**src/rtl/bmlp_layer_ctrl_if.sv**
```systemverilog
// ---------------------------------------------------------------------------
// bmlp_layer_ctrl_if
//   Bundles the control, configuration and datapath-strobe signals of one
//   binary-MLP layer sequencer.
//
//   master : network FSM side. Drives start/cfg/hold and observes status,
//            weight-memory and accumulator strobes.
//   slave  : the sequencer itself (bmlp_layer_ctrl).
//
//   start/done handshake: a pass is requested by holding start high for a
//   cycle while busy is low. A request with a legal configuration raises busy
//   on the following cycle. A request with an illegal configuration returns a
//   single-cycle err pulse instead. Each accepted pass ends with exactly one
//   single-cycle done pulse, and busy drops on the cycle after done. start is
//   ignored while busy is high.
// ---------------------------------------------------------------------------
interface bmlp_layer_ctrl_if #(
   parameter int ADDR_W = 13,
   parameter int IDX_W  = 8
);
   logic              start;
   logic [IDX_W-1:0]  cfg_in_words;
   logic [IDX_W-1:0]  cfg_neurons;
   logic              hold;

   logic              busy;
   logic              done;
   logic              err;
   logic              wmem_re;
   logic [ADDR_W-1:0] wmem_addr;
   logic [IDX_W-1:0]  in_addr;
   logic              acc_clr;
   logic              acc_en;
   logic              acc_last;
   logic              out_we;
   logic [IDX_W-1:0]  out_addr;
   logic [1:0]        dbg_state;

   modport master (
      output start, cfg_in_words, cfg_neurons, hold,
      input  busy, done, err, wmem_re, wmem_addr, in_addr,
             acc_clr, acc_en, acc_last, out_we, out_addr, dbg_state
   );

   modport slave (
      input  start, cfg_in_words, cfg_neurons, hold,
      output busy, done, err, wmem_re, wmem_addr, in_addr,
             acc_clr, acc_en, acc_last, out_we, out_addr, dbg_state
   );
endinterface

```
**src/rtl/bmlp_layer_ctrl.sv**
```systemverilog
// ---------------------------------------------------------------------------
// bmlp_layer_ctrl
//   Sequencer for one binary-MLP layer pass. After an accepted start it walks
//   the weight memory linearly, issuing one word per cycle unless hold is
//   high. Alongside each weight address it generates the matching input-word
//   index. It delays the first/last/neuron tags by the memory read latency to
//   drive the accumulator strobes, then the per-neuron result write.
//
//   Ports
//     clk  : rising-edge clock
//     rst  : synchronous active-high reset
//     bus  : bmlp_layer_ctrl_if.slave
//            start, cfg_in_words, cfg_neurons, hold   (in)
//            busy, done, err                           (status out)
//            wmem_re, wmem_addr, in_addr               (issue stage out)
//            acc_clr, acc_en, acc_last                 (accumulator stage out)
//            out_we, out_addr                          (result write out)
//            dbg_state                                 (FSM state, debug)
// ---------------------------------------------------------------------------
module bmlp_layer_ctrl #(
   parameter int ADDR_W = 13,
   parameter int IDX_W  = 8,
   parameter int RD_LAT = 1
) (
   input  logic              clk,
   input  logic              rst,
   bmlp_layer_ctrl_if.slave  bus
);

   localparam logic [1:0] S_IDLE  = 2'd0;
   localparam logic [1:0] S_RUN   = 2'd1;
   localparam logic [1:0] S_DRAIN = 2'd2;
   localparam logic [1:0] S_DONE  = 2'd3;

   localparam logic [IDX_W-1:0]  IDX_ONE  = {{(IDX_W-1){1'b0}}, 1'b1};
   localparam logic [ADDR_W-1:0] ADDR_ONE = {{(ADDR_W-1){1'b0}}, 1'b1};
   // Largest legal layer: 2^ADDR_W words, held one bit wider than the product.
   localparam logic [2*IDX_W:0]  MAX_WORDS = {{(2*IDX_W){1'b0}}, 1'b1} << ADDR_W;

   logic [1:0]        state_q, state_d;
   logic [IDX_W-1:0]  in_last_q;
   logic [IDX_W-1:0]  nrn_last_q;
   logic [ADDR_W-1:0] wa_q;
   logic [IDX_W-1:0]  in_q;
   logic [IDX_W-1:0]  nrn_q;

   // Read-latency delay line. Index 0 is loaded at the issue edge, and
   // index RD_LAT-1 is the accumulator stage.
   logic [RD_LAT-1:0] p_re_q;
   logic [RD_LAT-1:0] p_first_q;
   logic [RD_LAT-1:0] p_last_q;
   logic [IDX_W-1:0]  p_nidx_q [RD_LAT];

   logic              out_we_q;
   logic [IDX_W-1:0]  out_addr_q;
   logic              err_q;

   logic [2*IDX_W-1:0] prod;
   logic               cfg_ok;
   logic               accept;
   logic               issue;
   logic               word_first;
   logic               word_last;
   logic               final_word;
   logic               acc_en;
   logic               acc_last;
   logic               final_out;

   // The product is formed at full 2*IDX_W width, so it can never overflow.
   assign prod   = {{IDX_W{1'b0}}, bus.cfg_in_words} * {{IDX_W{1'b0}}, bus.cfg_neurons};
   assign cfg_ok = (bus.cfg_in_words != '0) && (bus.cfg_neurons != '0) &&
                   ({1'b0, prod} <= MAX_WORDS);
   assign accept = (state_q == S_IDLE) && bus.start && cfg_ok;

   assign issue      = (state_q == S_RUN) && !bus.hold;
   assign word_first = (in_q == '0);
   assign word_last  = (in_q == in_last_q);
   assign final_word = word_last && (nrn_q == nrn_last_q);

   assign acc_en   = p_re_q[RD_LAT-1];
   assign acc_last = p_last_q[RD_LAT-1];

   // Only the final neuron's write ends the drain. Earlier neurons can still
   // be writing back while the FSM is already in DRAIN.
   assign final_out = out_we_q && (out_addr_q == nrn_last_q);

   always_comb begin
      state_d = state_q;
      case (state_q)
         S_IDLE:  if (accept)              state_d = S_RUN;
         S_RUN:   if (issue && final_word) state_d = S_DRAIN;
         S_DRAIN: if (final_out)           state_d = S_DONE;
         S_DONE:                           state_d = S_IDLE;
         default:                          state_d = S_IDLE;
      endcase
   end

   always_ff @(posedge clk) begin
      if (rst) begin
         state_q    <= S_IDLE;
         in_last_q  <= '0;
         nrn_last_q <= '0;
         wa_q       <= '0;
         in_q       <= '0;
         nrn_q      <= '0;
         err_q      <= 1'b0;
      end else begin
         state_q <= state_d;
         err_q   <= (state_q == S_IDLE) && bus.start && !cfg_ok;
         if (accept) begin
            in_last_q  <= bus.cfg_in_words - IDX_ONE;
            nrn_last_q <= bus.cfg_neurons - IDX_ONE;
            wa_q       <= '0;
            in_q       <= '0;
            nrn_q      <= '0;
         end else if (issue) begin
            if (final_word) begin
               // Park the counters at zero so the address bus idles at 0
               // between passes. This includes the 2^ADDR_W case, where
               // wa_q would otherwise wrap.
               wa_q  <= '0;
               in_q  <= '0;
               nrn_q <= '0;
            end else begin
               wa_q <= wa_q + ADDR_ONE;
               if (word_last) begin
                  in_q  <= '0;
                  nrn_q <= nrn_q + IDX_ONE;
               end else begin
                  in_q <= in_q + IDX_ONE;
               end
            end
         end
      end
   end

   // The first and last tags are gated with issue at entry. That way
   // acc_clr and acc_last can never appear without acc_en.
   always_ff @(posedge clk) begin
      if (rst) begin
         p_re_q    <= '0;
         p_first_q <= '0;
         p_last_q  <= '0;
         for (int i = 0; i < RD_LAT; i++) p_nidx_q[i] <= '0;
         out_we_q   <= 1'b0;
         out_addr_q <= '0;
      end else begin
         for (int i = RD_LAT - 1; i > 0; i--) begin
            p_re_q[i]    <= p_re_q[i-1];
            p_first_q[i] <= p_first_q[i-1];
            p_last_q[i]  <= p_last_q[i-1];
            p_nidx_q[i]  <= p_nidx_q[i-1];
         end
         p_re_q[0]    <= issue;
         p_first_q[0] <= issue && word_first;
         p_last_q[0]  <= issue && word_last;
         p_nidx_q[0]  <= issue ? nrn_q : '0;
         out_we_q     <= acc_en && acc_last;
         out_addr_q   <= (acc_en && acc_last) ? p_nidx_q[RD_LAT-1] : '0;
      end
   end

   assign bus.busy      = (state_q != S_IDLE);
   assign bus.done      = (state_q == S_DONE);
   assign bus.err       = err_q;
   assign bus.wmem_re   = issue;
   assign bus.wmem_addr = wa_q;
   assign bus.in_addr   = in_q;
   assign bus.acc_en    = acc_en;
   assign bus.acc_clr   = p_first_q[RD_LAT-1];
   assign bus.acc_last  = acc_last;
   assign bus.out_we    = out_we_q;
   assign bus.out_addr  = out_addr_q;
   assign bus.dbg_state = state_q;

endmodule

```
**src/flat_wrapper.sv**
```systemverilog
// flat-port wrapper written by rule: the top's interface ports become plain ports
module bmlp_layer_ctrl_flat 
#(
   parameter int ADDR_W = 13,
   parameter int IDX_W  = 8,
   parameter int RD_LAT = 1
)
  (clk, rst, bus_start, bus_cfg_in_words, bus_cfg_neurons, bus_hold, bus_busy, bus_done, bus_err, bus_wmem_re, bus_wmem_addr, bus_in_addr, bus_acc_clr, bus_acc_en, bus_acc_last, bus_out_we, bus_out_addr, bus_dbg_state);
  bmlp_layer_ctrl_if #(.ADDR_W(ADDR_W), .IDX_W(IDX_W)) bus_i ();
  input  logic clk;
  input  logic rst;
  input wire logic [$bits(bus_i.start)-1:0] bus_start;
  input wire logic [$bits(bus_i.cfg_in_words)-1:0] bus_cfg_in_words;
  input wire logic [$bits(bus_i.cfg_neurons)-1:0] bus_cfg_neurons;
  input wire logic [$bits(bus_i.hold)-1:0] bus_hold;
  output wire logic [$bits(bus_i.busy)-1:0] bus_busy;
  output wire logic [$bits(bus_i.done)-1:0] bus_done;
  output wire logic [$bits(bus_i.err)-1:0] bus_err;
  output wire logic [$bits(bus_i.wmem_re)-1:0] bus_wmem_re;
  output wire logic [$bits(bus_i.wmem_addr)-1:0] bus_wmem_addr;
  output wire logic [$bits(bus_i.in_addr)-1:0] bus_in_addr;
  output wire logic [$bits(bus_i.acc_clr)-1:0] bus_acc_clr;
  output wire logic [$bits(bus_i.acc_en)-1:0] bus_acc_en;
  output wire logic [$bits(bus_i.acc_last)-1:0] bus_acc_last;
  output wire logic [$bits(bus_i.out_we)-1:0] bus_out_we;
  output wire logic [$bits(bus_i.out_addr)-1:0] bus_out_addr;
  output wire logic [$bits(bus_i.dbg_state)-1:0] bus_dbg_state;
  assign bus_i.start = bus_start;
  assign bus_i.cfg_in_words = bus_cfg_in_words;
  assign bus_i.cfg_neurons = bus_cfg_neurons;
  assign bus_i.hold = bus_hold;
  assign bus_busy = bus_i.busy;
  assign bus_done = bus_i.done;
  assign bus_err = bus_i.err;
  assign bus_wmem_re = bus_i.wmem_re;
  assign bus_wmem_addr = bus_i.wmem_addr;
  assign bus_in_addr = bus_i.in_addr;
  assign bus_acc_clr = bus_i.acc_clr;
  assign bus_acc_en = bus_i.acc_en;
  assign bus_acc_last = bus_i.acc_last;
  assign bus_out_we = bus_i.out_we;
  assign bus_out_addr = bus_i.out_addr;
  assign bus_dbg_state = bus_i.dbg_state;
  bmlp_layer_ctrl #(.ADDR_W(ADDR_W), .IDX_W(IDX_W), .RD_LAT(RD_LAT)) u_core (.clk(clk), .rst(rst), .bus(bus_i));
endmodule
```
**config.mk**
```make
export PLATFORM = sky130hd
export DESIGN_NAME = bmlp_layer_ctrl_flat
export DESIGN_NICKNAME = d
export VERILOG_FILES = /design/src/rtl/bmlp_layer_ctrl_if.sv /design/src/rtl/bmlp_layer_ctrl.sv /design/src/flat_wrapper.sv
export SDC_FILE = /design/constraint.sdc
export NUM_CORES = 1
export LEC_CHECK = 0
export ABC_AREA = 1
export BUFFER_PORTS_ARGS = -buffer_cell sky130_fd_sc_hd__buf_4
export CAP_MARGIN = 20
export CORE_UTILIZATION = 40
export CTS_BUF_LIST = sky130_fd_sc_hd__clkbuf_4 sky130_fd_sc_hd__clkbuf_8 sky130_fd_sc_hd__clkbuf_16
export DETAILED_ROUTE_END_ITERATION = 10
export GPL_TIMING_DRIVEN = 0
export PLACE_DENSITY = 0.56
export SYNTH_ARGS = -nofsm -noshare
export SYNTH_HDL_FRONTEND = slang
export SYNTH_SLANG_ARGS = --single-unit
```
**constraint.sdc**
```tcl
create_clock -name clk -period 12.1 [get_ports clk]
set_input_delay 3.025 -clock clk [delete_from_list [all_inputs] [get_ports clk]]
set_output_delay 3.025 -clock clk [all_outputs]
set_load 0.02 [all_outputs]
```
-- Yosys cells after proc, flatten, opt, wreduce, memory -nomap -nowiden
Memories as Yosys holds them, arrays and structs flattened. A register that Yosys moved wholly into a read port is not among the register bits.
Cells that the tools add are included.
- bits in registers: 52
- RAM bits: 8
- input port bits: 20
- memories: 1
- memories (name ; words ; bits a word ; read ports ; clocked after memory_dff ; wr ports ; RTL line ; source):
    u_core.p_nidx_q ; 1 ; 8 ; 1 ; 1 ; 1 ; bmlp_layer_ctrl.sv:52 ; logic [IDX_W-1:0] p_nidx_q [RD_LAT];
- $add $sub $neg: 5
- multipliers: 1
- magnitude comparators: 1
- equal/unequal tests: 9
- muxes and demuxes: 15
- bitwise operators: 1
- reductions and logical operators: 25
- operators with widths (kind ; count):
    $mux 8 ; 6
    $eq 8x8->1 ; 3
    $add 8x1->8 const B ; 2
    $le 16x14->1 const B ; 1
    $mul 8x8->16 ; 1
    $reduce_bool 8->1 ; 2
    $sub 8x1->8 const B ; 2
    $add 13x1->13 const B ; 1
    $mux 13 ; 1
    $logic_and 1x1->1 ; 12
    $logic_not 8->1 ; 1
    $pmux 2 s4 ; 1
    $reduce_or 8->1 ; 1
    $mux 2 ; 3
    $eq 2x2->1 const B ; 2
    $mux 1 ; 4
    $ne 2x1->1 const B ; 2
    $reduce_bool 2->1 ; 2
    $reduce_or 2->1 ; 2
    $reduce_and 3->1 ; 1
    $eq 2x1->1 const B ; 1
    $logic_not 1->1 ; 2
    $logic_not 2->1 ; 1
    $ne 2x2->1 const B ; 1
    other kinds (2) ; 2

-- Longest topological paths before layout
- depth after elaboration: 6
- gate-level depth with buffers: 25
- gate-level depth less buffers: 23

-- Worst setup path after synthesis
Ideal clock, no wire load.
- path type: in2reg
- from: input port bus_cfg_neurons[7]
- to: register u_core.wa_q[8], in the netlist u_core.bus.wmem_addr[8]
- setup time: 116 ps
- arrival: 7128 ps
- slack: 4856 ps
- cell stages on the path: 23
- buffers on the path: 2
- cells stage by stage: clkbuf_1 > nand2_1 > fa_1 > fa_1 > fa_1 > fa_1 > inv_1 > ha_1 > nand2_2 > inv_1 > a21oi_1 > nand2_1 > nand2_1 > nand2_1 > clkinv_1 > nand3_2 > o21bai_4 > nand3_4 > nand2_4 > inv_4 > nand2_4 > buf_6 > nor2_1
- longest elaborated chain between the ends: 5
- elaborated cells on any way between the ends: 7
- ends and longest elaborated chain (what ; RTL line ; source):
    from (decl) ; flat_wrapper.sv:14 ; input wire logic [$bits(bus_i.cfg_neurons)-1:0] bus_cfg_neurons;
    $mul 8x8->16 or $reduce_bool 8->1 (tied branches) ; bmlp_layer_ctrl.sv:70, bmlp_layer_ctrl.sv:71 ;
    $le 16x14->1 or $logic_and 1x1->1 (tied branches) ; bmlp_layer_ctrl.sv:72, bmlp_layer_ctrl.sv:71 ;
    $logic_and 1x1->1 * ; bmlp_layer_ctrl.sv:71 ; assign cfg_ok = (bus.cfg_in_words != '0) && (bus.cfg_neurons != '0) &&
    $logic_and 1x1->1 * ; bmlp_layer_ctrl.sv:73 ; assign accept = (state_q == S_IDLE) && bus.start && cfg_ok;
    $reduce_or 2->1 (no source line) * ; - ;
    to (signal assigned) ; bmlp_layer_ctrl.sv:125 ; wa_q <= wa_q + ADDR_ONE;
    to (decl) ; bmlp_layer_ctrl.sv:43 ; logic [ADDR_W-1:0] wa_q;
Mark *: on every way between the ends. The rest lies on a longest branch, timed or not.
A chain may end at the register's enable or synchronous reset.

-- Final worst setup path
- from: input port bus_cfg_in_words[2]
- to: register u_core.nrn_q[2]
- longest elaborated chain between the ends: 5
- elaborated cells on any way between the ends: 7
- ends and longest elaborated chain (what ; RTL line ; source):
    from (decl) ; flat_wrapper.sv:13 ; input wire logic [$bits(bus_i.cfg_in_words)-1:0] bus_cfg_in_words;
    $mul 8x8->16 or $reduce_bool 8->1 (tied branches) ; bmlp_layer_ctrl.sv:70, bmlp_layer_ctrl.sv:71 ;
    $le 16x14->1 or $logic_and 1x1->1 (tied branches) ; bmlp_layer_ctrl.sv:72, bmlp_layer_ctrl.sv:71 ;
    $logic_and 1x1->1 * ; bmlp_layer_ctrl.sv:71 ;
    $logic_and 1x1->1 * ; bmlp_layer_ctrl.sv:73 ;
    $reduce_or 2->1 (no source line) * ; - ;
    to (signal assigned) ; bmlp_layer_ctrl.sv:128 ; nrn_q <= nrn_q + IDX_ONE;
    to (decl) ; bmlp_layer_ctrl.sv:45 ; logic [IDX_W-1:0] nrn_q;
Marks and branches as above.

==> results.toml <==
[critical_path]
crit_start = "bus_cfg_in_words[2]"
required_ns = 12.31
start_kind = "input port"
critPathKind = "input port to flop"
r2r_slack_ns = 9.81
critPathArrivalTime_ns = 7.88
r2r_start = "u_core.bus.dbg_state[1]$_SDFFE_PP0P_"
endpoint_kind = "flop"
crit_path_max_fanout = 10

[cells_and_area]
multi_input_area_um2 = 3550
fin_area_um2 = 6530
final_cells = 1004
drive_gt1_frac = 0.134
fill_cells = 1414
nets = 928
seq_area_um2 = 1360
diodes = 0
area_growth_pct = 16.3

[floorplanning]
die_h_um = 120
die_width_um = 120
start_util = 0.417
die_area_um2 = 14500
pin_count = 59
rows = 42
core_um2 = 13500

[sta]
drv_slew = 0
whs_ns = 0.409
setup_viol = 0
max_slew_margin = 0.633
tightest_slew_ns = 0.550
grt_setup_unrepaired = "no"
fin_crit_sh = 0.634
finalSetupTns_ns = 0
hold_viol_final = 0
fin_skew_ns = 0.00500
max_freq_ghz = 0.130
fin_crit_ns = 7.67

[synthesis]
postSynthAreaPerCell_um2 = 7.37
synth-warning-count = 0
netlist-cell-type-count = 46
ys_seq_elements = 68
syn_area_um2 = 5610
syn-instance-count = 762
synth_nets = 867
ys_seq_area_frac = 0.242

[routing]
routed_wirelength_mm = 12.2
drt-wirelength-per-cell_um = 12.1
via_per_inst = 4.75
drt-initial-drc-count = 333
dr.pass1.iters = 5
route.detailed.drc = 0
ant_nets = 0
vias = 4767

[clock_network]
cts_tree = "yes"
cts_num_sinks = 68
cts_max_path_buffers = 2
cts_root_buf = "clkbuf_16"
path_clk_slew_ns = 0.05
htree_num_levels = 3
numCtsBuffers = 9
clock_latency_ns = 0.32
cts_resized = 0
cts_hold_buf = 0
cts_setup_buffers = 0

[power]
power.leakage_nw = 3.30
total_power_mw = 1.06
power_density_nw_per_um2 = 163
ir_drop_v = 0.0000951

[placed_design]
place_inst = 988
placed_cell_area_um2 = 6210
port_buffers = 50
gp_congestion = 0.838
dp_hpwl_mm = 9.98

[grt]
grt_pass1_vias = 4552
grt_pass1_wl_mm = 21.0
track_usage = 0.179
overflow = 0
grt_max_degree = 12
antenna_found_initial = 0

[worst_hold_path]
hp-start = "u_core.p_nidx_q[0][4]$_SDFF_PP0_"
worstHoldPathType = "flop to flop"

[flow_run]
cap_viol_max_count = 0

[outcome]
outcome = "finished, final reports clean"
## sequential cells by signal, summed over array words and instances, names as in the netlist
register,count
u_core.nrn_last_q,8
u_core.bus.err,1
u_core.in_last_q,8
u_core.bus.acc_last,1
u_core.p_nidx_q,8
u_core.bus.out_addr,8
u_core.bus.acc_en,1
u_core.bus.dbg_state,2
u_core.bus.in_addr,8
u_core.bus.wmem_addr,13
u_core.bus.acc_clr,1
u_core.nrn_q,8
u_core.bus.out_we,1
## metrics by stage
stage                      util  worst slack [ns]
final                     0.485              4.43
after CTS                 0.485              4.46
after global placement    0.462              4.16
after floorplan               -              4.86
after detailed placement  0.462              4.13
after global routing      0.485              4.06
## worst max-delay path, cell delays in order
cell,delay [ns]
buf_4,0.09
clkbuf_1,0.40
nand2_1,0.15
fa_1,0.54
fa_1,0.52
fa_1,0.55
inv_1,0.06
fa_1,0.47
ha_1,0.39
nand2_1,0.17
nor2_1,0.14
nand3_1,0.13
nand2_1,0.14
nand2_1,0.06
nand2_1,0.07
xor2_1,0.07
nor2_2,0.20
nand3_4,0.13
nand2_4,0.14
inv_4,0.06
nand2_4,0.11
buf_6,0.18
nor2_1,0.06
## metal layers
layer	wire length, um	track usage	up-vias
li1	-	-	2429
met1	6130	0.258	2231
met2	5360	0.282	99
met3	540	0.0264	8
met4	123	0.0363	0
met5	0	0	-
## power breakdown
group	total, mW	leakage (nW)	switching [mW]	internal [mW]
Combinational	0.522	2.58	0.328	0.195
Sequential	0.263	0.550	0.0194	0.244
Clock	0.276	0.163	0.0892	0.187
## final cells by class
type / instances / area share
buffer: 23 / 0.0174
inverter: 157 / 0.0908
sequential: 68 / 0.208
clock buffer: 11 / 0.0377
timing repair buffer: 50 / 0.0575
tap: 176 / 0.0337
clock inverter: 5 / 0.0115
multi-input combinational: 514 / 0.543
## path summary, 6_finish.rpt
path | cells after the start | to
setup / recovery | 23 | u_core.nrn_q[2]$_SDFFE_PP0P_
hold / removal | 2 | u_core.bus.out_addr[4]$_SDFF_PP0_
hold reg to reg | 2 | u_core.bus.out_addr[4]$_SDFF_PP0_
setup reg to reg | 13 | u_core.bus.wmem_addr[11]$_SDFFE_PP0P_
## logic make-up after synthesis
kind of cell,Yosys count,synth area share
buffers and inverters,180,0.126
adders and majority gates,85,0.238
AOI/OAI and AO/OA,48,0.0495
DFF,68,0.242
xor gates and xnor gates,53,0.0827
and+or+nand+nor,328,0.262
## placed cells by master (no fill, tap or decap), types with 3 or more instances in the layout
cell type / instances
inv_2: 4
clkbuf_1: 13
ha_1: 49
nand3b_1: 4
nand3_2: 4
nor4_1: 5
dfxtp_1: 68
o21ai_0: 6
buf_4: 51
nand2_2: 6
nor2_1: 66
xnor2_1: 18
fa_1: 36
buf_2: 6
xor2_1: 35
clkbuf_16: 9
nor3_1: 8
clkinv_1: 3
nand3_1: 33
clkinv_2: 4
inv_1: 148
nor2_2: 6
nand4_1: 9
a21oi_1: 31
nand2_1: 174
## Yosys cell counts (all sizes together)
| master | instances | area, um^2 |
|---|---|---|
| xnor2 | 18 | 158 |
| o21a | 1 | 7.51 |
| nand2 | 182 | 713 |
| dfxtp | 68 | 1360 |
| or3 | 1 | 6.26 |
| nor3 | 9 | 50.1 |
| or2 | 4 | 27.5 |
| nand3 | 38 | 223 |
| a31oi | 1 | 6.26 |
| o21ai | 7 | 35.0 |
| inv | 153 | 577 |
| a21boi | 2 | 15.0 |
| xor2 | 35 | 307 |
| a211oi | 2 | 15.0 |
| nor4 | 6 | 43.8 |
| a21oi | 33 | 173 |
| nor2 | 74 | 308 |
| o31ai | 1 | 7.51 |
| buf | 9 | 60.1 |
| clkbuf | 14 | 53.8 |
| nand4 | 10 | 68.8 |
| fa | 36 | 721 |
| clkinv | 4 | 16.3 |
| ha | 49 | 613 |
| o21bai | 1 | 18.8 |
| nand3b | 4 | 30.0 |
No activity file was read; power rests on OpenSTA's default activity.
